### config.mk
export PLATFORM = sky130hd
export DESIGN_NAME = fft_step_sequencer
export DESIGN_NICKNAME = d
export VERILOG_FILES = /design/src/rtl/fft_pkg.sv /design/src/rtl/switch_debounce.sv /design/src/rtl/fft_step_sequencer.sv
export SDC_FILE = /design/constraint.sdc
export NUM_CORES = 1
export LEC_CHECK = 0
export ABC_AREA = 1
export BUFFER_PORTS_ARGS = -buffer_cell sky130_fd_sc_hd__buf_2
export CAP_MARGIN = 20
export CORE_ASPECT_RATIO = 1.4
export CORE_MARGIN = 5
export CORE_UTILIZATION = 50
export DETAILED_ROUTE_END_ITERATION = 12
export PLACE_DENSITY = 0.72
export SLEW_MARGIN = 20
export SYNTH_ARGS = -nofsm -noshare
export SYNTH_HDL_FRONTEND = slang
export SYNTH_SLANG_ARGS = --single-unit
### constraint.sdc
create_clock -name clock -period 11.9 [get_ports clock]
set_input_delay 0.595 -clock clock [delete_from_list [all_inputs] [get_ports clock]]
set_output_delay 0.595 -clock clock [all_outputs]
set_load 0.02 [all_outputs]
### src/rtl/fft_pkg.sv
// Shared state encoding and constants for the butterfly front-panel sequencer.
package fft_pkg;

    localparam int DATA_W = 8;
    localparam logic [DATA_W-1:0] LED_ERR = '1;

    typedef enum logic [3:0] {
        IDLE      = 4'd0,
        LOAD_TW   = 4'd1,
        LOAD_REB  = 4'd2,
        LOAD_IMB  = 4'd3,
        LOAD_REA  = 4'd4,
        LOAD_IMA  = 4'd5,
        START     = 4'd6,
        WAIT_DONE = 4'd7,
        SHOW_REY  = 4'd8,
        SHOW_IMY  = 4'd9,
        SHOW_REZ  = 4'd10,
        SHOW_IMZ  = 4'd11
    } state_t;

endpackage

### src/rtl/switch_debounce.sv
// Two-flop synchronizer plus stability counter for one raw switch.
module switch_debounce #(
    parameter int DEBOUNCE_LIMIT = 500000
) (
    input  logic clk_i,
    input  logic rst_i,
    input  logic raw_i,
    output logic level_o,
    output logic rise_o
);
    localparam int CW = $clog2(DEBOUNCE_LIMIT + 1);

    logic          meta_q, sync_q;
    logic          stable_q, stable_d;
    logic          rise_q, rise_d;
    logic [CW-1:0] cnt_q, cnt_d;

    always_comb begin
        cnt_d    = '0;
        stable_d = stable_q;
        rise_d   = 1'b0;
        if (sync_q != stable_q) begin
            if (cnt_q == CW'(DEBOUNCE_LIMIT - 1)) begin
                stable_d = sync_q;
                rise_d   = sync_q;
            end else begin
                cnt_d = cnt_q + 1'b1;
            end
        end
    end

    always_ff @(posedge clk_i or posedge rst_i) begin
        if (rst_i) begin
            meta_q   <= 1'b0;
            sync_q   <= 1'b0;
            stable_q <= 1'b0;
            rise_q   <= 1'b0;
            cnt_q    <= '0;
        end else begin
            meta_q   <= raw_i;
            sync_q   <= meta_q;
            stable_q <= stable_d;
            rise_q   <= rise_d;
            cnt_q    <= cnt_d;
        end
    end

    assign level_o = stable_q;
    assign rise_o  = rise_q;

endmodule

### src/rtl/fft_step_sequencer.sv
// Switch-driven operand loader, butterfly launcher and result stepper.
module fft_step_sequencer #(
    parameter int DEBOUNCE_LIMIT = 500000,
    parameter int DATA_W         = fft_pkg::DATA_W,
    parameter int TIMEOUT        = 255
) (
    input  logic              clock,
    input  logic              reset,
    input  logic              step_sw,
    input  logic              abort_sw,
    input  logic [DATA_W-1:0] data_sw,
    output logic [2:0]        tw_idx,
    output logic [DATA_W-1:0] rea,
    output logic [DATA_W-1:0] ima,
    output logic [DATA_W-1:0] reb,
    output logic [DATA_W-1:0] imb,
    output logic              bf_start,
    input  logic              bf_done,
    input  logic [DATA_W-1:0] rey,
    input  logic [DATA_W-1:0] imy,
    input  logic [DATA_W-1:0] rez,
    input  logic [DATA_W-1:0] imz,
    output logic [DATA_W-1:0] led,
    output logic [3:0]        state_code,
    output logic              err
);
    import fft_pkg::*;

    localparam int TCW = $clog2(TIMEOUT + 1);

    state_t            state_q, state_d;
    logic [2:0]        tw_q, tw_d;
    logic [DATA_W-1:0] rea_q, rea_d, ima_q, ima_d;
    logic [DATA_W-1:0] reb_q, reb_d, imb_q, imb_d;
    logic [DATA_W-1:0] rey_q, rey_d, imy_q, imy_d;
    logic [DATA_W-1:0] rez_q, rez_d, imz_q, imz_d;
    logic [DATA_W-1:0] led_q, led_d;
    logic [DATA_W-1:0] dmeta_q, dsync_q;
    logic [TCW-1:0]    tcnt_q, tcnt_d;
    logic              err_q, err_d;
    logic              step_p, step_lvl;
    logic              abort_lvl, abort_rise;
    logic              unused_dbg;

    switch_debounce #(.DEBOUNCE_LIMIT(DEBOUNCE_LIMIT)) u_step_db (
        .clk_i   (clock),
        .rst_i   (reset),
        .raw_i   (step_sw),
        .level_o (step_lvl),
        .rise_o  (step_p)
    );

    switch_debounce #(.DEBOUNCE_LIMIT(DEBOUNCE_LIMIT)) u_abort_db (
        .clk_i   (clock),
        .rst_i   (reset),
        .raw_i   (abort_sw),
        .level_o (abort_lvl),
        .rise_o  (abort_rise)
    );

    assign unused_dbg = &{1'b0, step_lvl, abort_rise};

    always_comb begin
        state_d = state_q;
        tw_d    = tw_q;
        rea_d   = rea_q;
        ima_d   = ima_q;
        reb_d   = reb_q;
        imb_d   = imb_q;
        rey_d   = rey_q;
        imy_d   = imy_q;
        rez_d   = rez_q;
        imz_d   = imz_q;
        err_d   = err_q;
        tcnt_d  = tcnt_q;
        if (abort_lvl) begin
            state_d = IDLE;
        end else begin
            unique case (state_q)
                IDLE: if (step_p) begin
                    err_d   = 1'b0;
                    state_d = LOAD_TW;
                end
                LOAD_TW: if (step_p) begin
                    tw_d    = dsync_q[2:0];
                    state_d = LOAD_REB;
                end
                LOAD_REB: if (step_p) begin
                    reb_d   = dsync_q;
                    state_d = LOAD_IMB;
                end
                LOAD_IMB: if (step_p) begin
                    imb_d   = dsync_q;
                    state_d = LOAD_REA;
                end
                LOAD_REA: if (step_p) begin
                    rea_d   = dsync_q;
                    state_d = LOAD_IMA;
                end
                LOAD_IMA: if (step_p) begin
                    ima_d   = dsync_q;
                    state_d = START;
                end
                START: begin
                    tcnt_d  = '0;
                    state_d = WAIT_DONE;
                end
                WAIT_DONE: begin
                    if (bf_done) begin
                        rey_d   = rey;
                        imy_d   = imy;
                        rez_d   = rez;
                        imz_d   = imz;
                        state_d = SHOW_REY;
                    end else if (tcnt_q == TCW'(TIMEOUT - 1)) begin
                        err_d   = 1'b1;
                        state_d = IDLE;
                    end else begin
                        tcnt_d = tcnt_q + 1'b1;
                    end
                end
                SHOW_REY: if (step_p) state_d = SHOW_IMY;
                SHOW_IMY: if (step_p) state_d = SHOW_REZ;
                SHOW_REZ: if (step_p) state_d = SHOW_IMZ;
                SHOW_IMZ: if (step_p) state_d = IDLE;
                default:  state_d = IDLE;
            endcase
        end
    end

    // Display follows the current state, so it lags a state change by one cycle
    always_comb begin
        led_d = '0;
        unique case (state_q)
            LOAD_TW, LOAD_REB, LOAD_IMB,
            LOAD_REA, LOAD_IMA: led_d = dsync_q;
            SHOW_REY: led_d = rey_q;
            SHOW_IMY: led_d = imy_q;
            SHOW_REZ: led_d = rez_q;
            SHOW_IMZ: led_d = imz_q;
            IDLE:     led_d = err_q ? DATA_W'(LED_ERR) : '0;
            default:  led_d = '0;
        endcase
    end

    always_ff @(posedge clock or posedge reset) begin
        if (reset) begin
            state_q <= IDLE;
            tw_q    <= '0;
            rea_q   <= '0;
            ima_q   <= '0;
            reb_q   <= '0;
            imb_q   <= '0;
            rey_q   <= '0;
            imy_q   <= '0;
            rez_q   <= '0;
            imz_q   <= '0;
            led_q   <= '0;
            dmeta_q <= '0;
            dsync_q <= '0;
            tcnt_q  <= '0;
            err_q   <= 1'b0;
        end else begin
            state_q <= state_d;
            tw_q    <= tw_d;
            rea_q   <= rea_d;
            ima_q   <= ima_d;
            reb_q   <= reb_d;
            imb_q   <= imb_d;
            rey_q   <= rey_d;
            imy_q   <= imy_d;
            rez_q   <= rez_d;
            imz_q   <= imz_d;
            led_q   <= led_d;
            dmeta_q <= data_sw;
            dsync_q <= dmeta_q;
            tcnt_q  <= tcnt_d;
            err_q   <= err_d;
        end
    end

    assign tw_idx     = tw_q;
    assign rea        = rea_q;
    assign ima        = ima_q;
    assign reb        = reb_q;
    assign imb        = imb_q;
    assign bf_start   = (state_q == START);
    assign led        = led_q;
    assign state_code = state_q;
    assign err        = err_q;

endmodule
==> flow_metrics.py <==
metrics = {
    "cts": {
        "h-tree-depth": 4,
        "clock_path_buffers": 2,
        "cts_hold_buffers": 0,
        "cts-resized-gates": 0,
        "cts_setup_buffers": 0,
        "cts_made_buffers": 17,
        "cts_tree": "yes",
        "clkSinkCount": 149,
        "clkTransAtPathRegs_ps": 60,
        "clkLatencyLatePin_ps": 410,
        "root_buffer": "clkbuf_16",
    },
    "critical_path": {
        "cpMaxStageDelayCell": "dfrtp_1",
        "cp_max_fo": 6,
        "cp-start-kind": "flip-flop",
        "rr_startpoint": "state_code[3]",
        "cp.required_ps": 11310,
        "path_cells": "inv_2 -> nor2_1 -> inv_1 -> nor2_2 -> buf_2",
        "critPathCaptureType": "primary output",
        "cp_top_family": "flip-flops",
        "critPathMaxStageDelay_ps": 480,
        "arrival_ps": 1610,
        "cp.buffers_inverters": 3,
        "startpoint": "state_code[1]",
        "worstSetupPathType": "reg2out",
    },
    "routing": {
        "wl_per_cell_um": 13.6,
        "routed-wl-met3_um": 550,
        "drc": 0,
        "num_vias": 5369,
        "first_iter_violations": 288,
        "first_pass_iters": 5,
        "m1WireLength_um": 6140,
        "top_layer": "met4",
        "antenna_left": 0,
        "wl_met2_um": 7770,
        "drt-total-wl_um": 14800,
        "via_per_inst": 4.94,
    },
    "logic_synthesis": {
        "syn_nets": 839,
        "ys_ff_latch": 149,
        "synth-edff-count": 0,
        "yosys_warnings": 0,
        "ys_types": 30,
        "avgSynthCellArea_um2": 8.42,
        "synth-async-reset-ratio_pct": 100,
        "synth.yosys.seq_area_share_pct": 56.0,
        "synth-main-ff-cell": "dfrtp_1",
        "syn_inst": 790,
        "synth_area_um2": 6650,
    },
    "floorplanning": {
        "die_y_um": 146,
        "rows": 50,
        "io_pins": 94,
        "die_area_um2": 15700,
        "dieWidth_um": 107,
        "start_util_pct": 50.4,
        "core-area_um2": 13200,
    },
    "cells_and_area": {
        "drive_gt1_share_pct": 16.5,
        "postLayoutCoreUtil_pct": 59.9,
        "final_nets": 941,
        "area.growth.synth_to_final_pct": 18.9,
        "antenna_cells": 0,
    },
    "timing": {
        "setup_viol": 0,
        "finClkSkew_ps": 7.98,
        "fmax_mhz": 453,
        "worst_pin_slew_ps": 769,
        "period_needed_ps": 2210,
        "rsz0062_at_grt": "false",
        "min_period_over_period_pct": 18.6,
        "drv_slew": 0,
        "tns_ps": 0,
        "slew_headroom_pct": 48.8,
        "hold_viol": 0,
    },
    "global_routing": {
        "antenna_found_initial": 0,
        "globalRouteOverflowTotal": 0,
        "grt_start_max_net_pins": 87,
        "grt.total_usage_pct": 19.5,
        "grt_pass1_wl_um": 24800,
        "grt_pass1_vias": 5282,
    },
    "placement": {
        "gp_congestion": 0.864,
        "hpwl_um": 10600,
        "io_buffers": 93,
    },
    "min_path": {
        "hp-class": "in2reg",
        "hold_path.startpoint": "data_sw[7]",
    },
    "power_and_ir_drop": {
        "powerDensity_nw_per_um2": 140,
        "leakage_uw": 0.00402,
        "ir_drop_mv": 0.104,
    },
    "job": {
        "maxCapViolCount": 0,
    },
    "outcome": {
        "status": "completed",
    },
}
## layout make-up
| class | instances | area (um2) |
|---|---|---|
| fill | 1186 | 5290 |
| timing repair buffer | 95 | 480 |
| multi-input combinational | 531 | 2470 |
| inverter | 98 | 373 |
| sequential | 149 | 3730 |
| tap | 182 | 228 |
| clock inverter | 14 | 186 |
| clock buffer | 18 | 439 |
## path summary, 6_finish.rpt
kind	end	slack (ps)	cells past startpoint
max	bf_start	9690	5
min	dmeta_q[7]	290	1
max reg2reg	state_code[3]	10110	8
min reg2reg	u_abort_db.sync_q	340	0
max in group asynchronous	reb[1]	10300	3
min in group asynchronous	u_step_db.cnt_q[3]	310	2
## cell usage in the layout (no fill, tap or decap), drive strengths merged, types with 2 or more instances in the layout
master / instances
a211oi: 2
a21oi: 23
buf: 95
bufinv: 3
clkbuf: 18
clkinv: 2
clkinvlp: 2
dfrtp: 149
ha: 4
inv: 105
nand2: 206
nand3: 48
nand3b: 3
nand4: 10
nor2: 119
nor3: 11
nor3b: 3
o21a: 2
o21ai: 78
xnor2: 4
xor2: 16
## cells by family (layout without fill, tap and decap cells)
group / Yosys count / after routing / share of synthesized area [%]
buffers and inverters: 110 / 225 / 6.77
AOI/OAI and AO/OA: 106 / 106 / 8.28
xor gates and xnor gates: 20 / 20 / 2.63
adders and majority gates: 4 / 4 / 0.752
and+or+nand+nor: 401 / 401 / 25.5
DFF: 149 / 149 / 56.0
## sequential cells by signal, indices dropped and copies added, names as in the netlist, 3 cells and up
register          flops
u_abort_db.cnt_q     19
u_step_db.cnt_q      19
dmeta_q               8
dsync_q               8
ima                   8
imb                   8
imy_q                 8
imz_q                 8
led                   8
rea                   8
reb                   8
rey_q                 8
rez_q                 8
tcnt_q                8
state_code            4
tw_idx                3
## through the flow
| step | power (uW) | hold WS [ps] | setup slack, ps | instances | cell area [um2] |
|---|---|---|---|---|---|
| detailed placement | 553 | 335 | 9760 | 1055 | 7280 |
| floorplan | 538 | 331 | 7300 | 790 | 6650 |
| global route | 1140 | 270 | 9590 | 1087 | 7910 |
| CTS | 1110 | 276 | 9680 | 1087 | 7910 |
| global placement | 553 | 332 | 9790 | 1055 | 7280 |
| finish | 1110 | 285 | 9690 | 1087 | 7910 |
## synth_stat cells (2+ instances only)
library cell | number | area, um2
buf_2 | 6 | 30.0
o21ai_2 | 2 | 17.5
o21a_1 | 2 | 15.0
nand3_1 | 45 | 225
xor2_1 | 16 | 140
a211oi_1 | 2 | 15.0
nor3b_1 | 3 | 22.5
nand3_2 | 3 | 30.0
nand3b_1 | 2 | 15.0
nor3_1 | 11 | 55.1
ha_1 | 4 | 50.1
o21ai_1 | 23 | 115
dfrtp_1 | 149 | 3730
nor2_2 | 4 | 25.0
nand4_1 | 10 | 62.6
nor2_1 | 112 | 420
nor2_4 | 3 | 33.8
nand2_2 | 4 | 25.0
a21oi_1 | 23 | 115
nand2_1 | 201 | 754
buf_6 | 4 | 45.0
inv_2 | 2 | 7.51
clkbuf_1 | 2 | 7.51
inv_1 | 96 | 360
xnor2_1 | 4 | 35.0
o21ai_0 | 53 | 265
## where the power goes
| group | leakage, uW | internal [uW] | switching (uW) | total, uW |
|---|---|---|---|---|
| registers | 0.00198 | 512 | 2.72 | 514 |
| logic | 0.00174 | 8.23 | 20.1 | 28.3 |
| clock network | 0.000301 | 342 | 221 | 563 |
## worst reg2reg max path: cells and delay by family, from the launching register on
kind	cells	cell delay (ps)
buffers and inverters	2	620
AND/OR/NAND/NOR	5	430
AO/OA/AOI/OAI	1	180
flip-flops	1	450
## per-layer routing
metal / GRT usage, % / vias up
met5: 0 / -
met4: 7.39 / 0
met3: 3.49 / 31
met2: 34.3 / 108
li1: - / 2701
met1: 23.5 / 2529
Power figures use the tool's default switching activity.
